File: src/rtl/sp_wb8_wb32_bridge.sv
// Byte-wide Wishbone responder onto a 32-bit word port, with a one-word read buffer.
// Big-endian spec bit i of a W-bit bus is bit [W-1-i] here, so lane 0 is [31:24].
module sp_wb8_wb32_bridge #(
    parameter logic [7:0] ADDR_HI     = 8'h00,
    parameter bit         READ_BUFFER = 1'b1
) (
    input  logic        clk,
    input  logic        reset,
    input  logic [23:0] s_adr_i,
    input  logic [7:0]  s_dat_i,
    output logic [7:0]  s_dat_o,
    input  logic        s_we_i,
    input  logic        s_sel_i,
    input  logic        s_stb_i,
    input  logic        s_cyc_i,
    output logic        s_ack_o,
    input  logic        inval_i,
    output logic [29:0] m_adr_o,
    output logic [31:0] m_dat_o,
    input  logic [31:0] m_dat_i,
    output logic        m_we_o,
    output logic [3:0]  m_sel_o,
    output logic        m_stb_o,
    output logic        m_cyc_o,
    input  logic        m_ack_i
);

    typedef enum logic [1:0] {
        IDLE = 2'd0,
        MREQ = 2'd1,
        ACK  = 2'd2
    } state_t;

    state_t state, state_nx;

    logic        req;
    logic        hit;
    logic        start;
    logic        done;
    logic        abort;
    logic        hit_ack;
    logic [31:0] rbuf;
    logic [21:0] tag;
    logic        valid;
    logic [1:0]  lane_q;

    function automatic logic [7:0] lane_byte(input logic [31:0] w, input logic [1:0] l);
        logic [7:0] b;
        case (l)
            2'd0:    b = w[31:24];
            2'd1:    b = w[23:16];
            2'd2:    b = w[15:8];
            default: b = w[7:0];
        endcase
        return b;
    endfunction

    function automatic logic [31:0] lane_put(input logic [31:0] w, input logic [1:0] l,
                                             input logic [7:0] b);
        logic [31:0] r;
        r = w;
        case (l)
            2'd0:    r[31:24] = b;
            2'd1:    r[23:16] = b;
            2'd2:    r[15:8]  = b;
            default: r[7:0]   = b;
        endcase
        return r;
    endfunction

    function automatic logic [3:0] lane_sel(input logic [1:0] l);
        logic [3:0] s;
        case (l)
            2'd0:    s = 4'b1000;
            2'd1:    s = 4'b0100;
            2'd2:    s = 4'b0010;
            default: s = 4'b0001;
        endcase
        return s;
    endfunction

    assign req = s_cyc_i & s_stb_i;
    assign hit = READ_BUFFER && valid && (tag == s_adr_i[23:2]);

    always_comb begin
        state_nx = state;
        start    = 1'b0;
        done     = 1'b0;
        abort    = 1'b0;
        hit_ack  = 1'b0;
        unique case (state)
            IDLE: begin
                if (req) begin
                    if (!s_we_i && hit) begin
                        state_nx = ACK;
                        hit_ack  = 1'b1;
                    end else if (s_we_i && !s_sel_i) begin
                        state_nx = ACK;
                    end else begin
                        state_nx = MREQ;
                        start    = 1'b1;
                    end
                end
            end
            MREQ: begin
                // A dropped initiator cycle wins over a same-cycle master ack.
                if (!s_cyc_i) begin
                    state_nx = IDLE;
                    abort    = 1'b1;
                end else if (m_ack_i) begin
                    state_nx = ACK;
                    done     = 1'b1;
                end
            end
            ACK:     state_nx = IDLE;
            default: state_nx = IDLE;
        endcase
    end

    always_ff @(posedge clk) begin
        if (reset) state <= IDLE;
        else       state <= state_nx;
    end

    always_ff @(posedge clk) begin
        if (reset) begin
            s_dat_o <= '0;
            s_ack_o <= 1'b0;
            m_adr_o <= '0;
            m_dat_o <= '0;
            m_we_o  <= 1'b0;
            m_sel_o <= '0;
            m_stb_o <= 1'b0;
            m_cyc_o <= 1'b0;
            rbuf    <= '0;
            tag     <= '0;
            valid   <= 1'b0;
            lane_q  <= '0;
        end else begin
            s_ack_o <= (state_nx == ACK);
            if (start) begin
                m_cyc_o <= 1'b1;
                m_stb_o <= 1'b1;
                m_adr_o <= {ADDR_HI, s_adr_i[23:2]};
                m_dat_o <= {4{s_dat_i}};
                m_we_o  <= s_we_i;
                m_sel_o <= s_we_i ? lane_sel(s_adr_i[1:0]) : 4'b1111;
                lane_q  <= s_adr_i[1:0];
            end
            if (done || abort) begin
                m_cyc_o <= 1'b0;
                m_stb_o <= 1'b0;
                m_we_o  <= 1'b0;
                m_sel_o <= '0;
            end
            if (hit_ack) s_dat_o <= lane_byte(rbuf, s_adr_i[1:0]);
            if (done && !m_we_o) begin
                rbuf    <= m_dat_i;
                tag     <= m_adr_o[21:0];
                valid   <= 1'b1;
                s_dat_o <= lane_byte(m_dat_i, lane_q);
            end
            // Write-through keeps a buffered copy of the same word coherent.
            if (done && m_we_o && valid && (tag == m_adr_o[21:0]))
                rbuf <= lane_put(rbuf, lane_q, m_dat_o[31:24]);
            if (inval_i) valid <= 1'b0;
        end
    end

endmodule
File: config.mk
export PLATFORM = sky130hd
export DESIGN_NAME = sp_wb8_wb32_bridge
export DESIGN_NICKNAME = d
export VERILOG_FILES = /design/src/rtl/sp_wb8_wb32_bridge.sv
export SDC_FILE = /design/constraint.sdc
export NUM_CORES = 1
export LEC_CHECK = 0
export BUFFER_PORTS_ARGS = -buffer_cell sky130_fd_sc_hd__buf_2
export CAP_MARGIN = 10
export CORE_AREA = 2 2 115 128
export CTS_CLUSTER_DIAMETER = 120
export DETAILED_ROUTE_END_ITERATION = 8
export DIE_AREA = 0 0 117 130
export GPL_TIMING_DRIVEN = 1
export PLACE_DENSITY_LB_ADDON = 0.08
export SETUP_SLACK_MARGIN = 0.2
export SLEW_MARGIN = 5
export SYNTH_ARGS = -nofsm -noshare
export SYNTH_HDL_FRONTEND = slang
export SYNTH_SLANG_ARGS = --single-unit
File: constraint.sdc
create_clock -name clk -period 2.4 [get_ports clk]
set_input_delay 0.24 -clock clk [delete_from_list [all_inputs] [get_ports clk]]
set_output_delay 0.24 -clock clk [all_outputs]
set_load 0.005 [all_outputs]
==> impl_metrics.csv <==
group,metric,value,unit
placed_design,numPortBuffers,141,
power,peakVddDrop,0.000267,V
clock_tree,tritoncts,"yes",
setup_path,reg2regPathDepth,7,
synth,synth.top_cell.area_share,39.0,%
floorplanning,die-area,0.0152,sq mm
global_route,grt_overflow_total,0,
placed_design,dpl.hpwl,11000,um
detailed_routing,routedWlPerCell,17.2,um
placed_design,dpl_cell_area,0.00605,sq mm
setup_path,cp_num_cells,7,
global_route,grt_pass1_vias,4346,
synth,synth_compound_area_share,11.6,%
global_route,grt_pass1_wl,23100,um
synth,synth.cell_area,0.00534,sq mm
floorplanning,die_y,130,um
floorplanning,rows,46,
cells_and_area,nets,771,
clock_tree,cts_root_buf,"clkbuf_16",
detailed_routing,first_iter_violations,254,
synth,avgSynthCellArea,9.30,sq um
synth,synth_top_area_cell,"dfxtp_1",
clock_tree,clockBufferDepth,2,
timing,slew_headroom,59.4,%
timing,fin_crit_sh,92.9,%
synth,ys_async_sr_fraction,0,%
timing,rsz0062_at_grt,"yes",
synth,synth_edf_count,0,
synth,netlist_instances,574,
timing,drv_slew,0,
detailed_routing,final_antenna_net_count,0,
synth,synthSimpleGateAreaFrac,17.7,%
timing,hold_viol,0,
synth,synth_top_family_by_area,"simple AND/OR/NAND/NOR gates",
detailed_routing,drt-total-wl,15400,um
synth,ys_seq_area_share,39.0,%
synth,synth_area_leaders,"dfxtp_1 (39%), mux2i_1 (8.1%), xnor2_1 (7.2%), mux4_2 (6.8%), nand2_1 (6.1%)",
setup_path,endpoint_kind,"register",
detailed_routing,firstDrtPassIters,5,
setup_path,crit_chain,"xnor2_1, nand3_1, or4b_2, o21ai_1, buf_6, nor2_1, a311oi_1",
clock_tree,numCtsBuffers,9,
cells_and_area,drive_gt1_share,34.0,%
cells_and_area,fillers,1401,
setup_path,critical_path_buf_inv_count,1,
timing,worstMarginPinSlew,0.609,ns
setup_path,crit_family,"simple AND/OR/NAND/NOR gates",
power,leakagePower,2.72,nW
setup_path,crit_type,"register to register",
timing,max_freq,448,MHz
synth,synth-xor-area-share,7.22,%
timing,setup_tns,0,ns
synth,yosysWarnings,0,
clock_tree,clk_pin_slew,0.07,ns
detailed_routing,num_vias,4587,
clock_tree,clock_latency,0.35,ns
worst_hold_path,min_path_cells,2,
timing,layout_min_cycle_time,2.23,ns
synth,synthAdderAreaFrac,0,%
global_route,antenna_found_initial,0,
cells_and_area,multi_input_area,0.00286,sq mm
cells_and_area,seq_area,0.00209,sq mm
cells_and_area,diodes,0,
synth,synth-main-ff-cell,"dfxtp_1",
setup_path,critical-path-slowest-cell,"or4b_2",
global_route,grt_max_degree,60,
global_route,grt_usage,20.0,%
timing,finalClockSkew,0.00574,ns
detailed_routing,post_drt_via_cell_ratio,5.13,
cells_and_area,utilization,46.9,%
floorplanning,initial_utilization,37.9,%
setup_path,arrival,2.48,ns
cells_and_area,finalInstanceArea,0.00661,sq mm
power,cellPowerDensity,590,mW/mm^2
timing,setup_viol,0,
clock_tree,clock-sinks,104,
setup_path,worstPathMaxFanout,16,
synth,ys_ff_latch,104,
synth,ys_types,38,
floorplanning,die_x,117,um
timing,setup_slack,0.170,ns
setup_path,startpoint_type,"register",
placed_design,gp_congestion,0.852,
placed_design,place_ws,0.0791,ns
detailed_routing,drc,0,
floorplanning,core_area,0.0141,sq mm
job,drv_cap,0,
setup_path,slowest_delay,0.66,ns
synth,muxShareOfSynthArea,14.8,%
setup_path,required,2.65,ns
clock_tree,hold_buffers,0,
run_status,status,"complete, no violations",
clock_tree,cts.htree.levels,3,
floorplanning,io-pin-count,150,
cells_and_area,areaGrowthSynthToFinish,23.9,%
worst_hold_path,hold_class,"input pin to register",
-- per-layer routing --
layer	share of wire [%]	GRT usage, %
met5	0	0
met2	51	35.0
met1	42	24.3
met3	4.4	2.97
met4	2.5	8.65
-- flip-flops by register name (all words and copies together) (netlist names) --
name     count
m_adr_o     22
lane_q       2
m_sel_o      4
s_ack_o      1
m_we_o       1
s_dat_o      8
m_dat_o      8
rbuf        32
m_cyc_o      1
state        2
valid        1
tag         22
-- what timing repair did --
item,CTS,global route
cloned,1,2
endpoints found under the hold margin,0,0
pin swaps,3,6
resized for setup,10,15
setup buffers,2,11
setup endpoints to repair,32,45
-- cell usage after synthesis, drive strengths merged (6+ instances only) --
master	instances
dfxtp	104
nand2	87
nor2	75
xnor2	44
mux2i	43
buf	42
a311oi	33
clkbuf	28
a21oi	24
nand4	17
mux4	16
nand4b	8
o31ai	8
nand3	7
inv	6
-- kinds of logic after synthesis --
logic type      count (synthesis)
other cells                     1
mux                            59
buf+inv                        76
flops                         104
simple gates                  212
xor+xnor                       44
compound gates                 78
-- power breakdown --
part | total, W | internal, W | switching (W)
clock network | 0.00159 | 0.000964 | 0.000630
registers | 0.00181 | 0.00177 | 0.0000422
logic | 0.000495 | 0.000237 | 0.000259
total | 0.00390 | 0.00297 | 0.000931
-- through the flow --
stage	hold WS, ns	power [W]	instances
finish	0.0649	0.00390	895
CTS	0.0531	0.00394	882
floorplan	0.317	0.00215	581
detailed placement	0.431	0.00232	864
global route	0.0537	0.00408	895
global placement	0.432	0.00232	864
-- cell type report --
class                      instances  share of cell area [%]
clock buffer                      12                    3.88
clock inverter                     3                   0.984
inverter                           6                   0.341
multi-input combinational        401                    43.2
sequential                       104                    31.7
tap                              192                    3.63
timing repair buffer             177                    16.3
-- final timing paths --
kind	startpoint	end	slack [ns]
setup / recovery	tag[12]	rbuf[24]	0.17
hold / removal	inval_i	valid	0.06
setup reg to reg	tag[12]	rbuf[24]	0.17
hold reg to reg	tag[8]	tag[8]	0.49
-- layout by cell type, fill, tap and decap left out, types with 4 or more instances in the layout --
cell / synthesis / routed
conb_1: 1 / 8
mux2i_1: 43 / 43
inv_1: 6 / 6
clkbuf_16: 0 / 11
dfxtp_2: 0 / 10
nand4_1: 17 / 17
buf_4: 34 / 26
nor2_1: 75 / 73
o31ai_1: 8 / 8
nand2_1: 87 / 87
buf_2: 1 / 142
nand4b_1: 8 / 8
xnor2_1: 44 / 37
mux4_2: 16 / 16
a21oi_1: 24 / 23
nand3_1: 7 / 6
a311oi_1: 33 / 33
xnor2_2: 0 / 7
a211oi_1: 4 / 4
buf_12: 0 / 5
dfxtp_1: 104 / 94
Note: power is estimated with default switching activity, not from simulation.
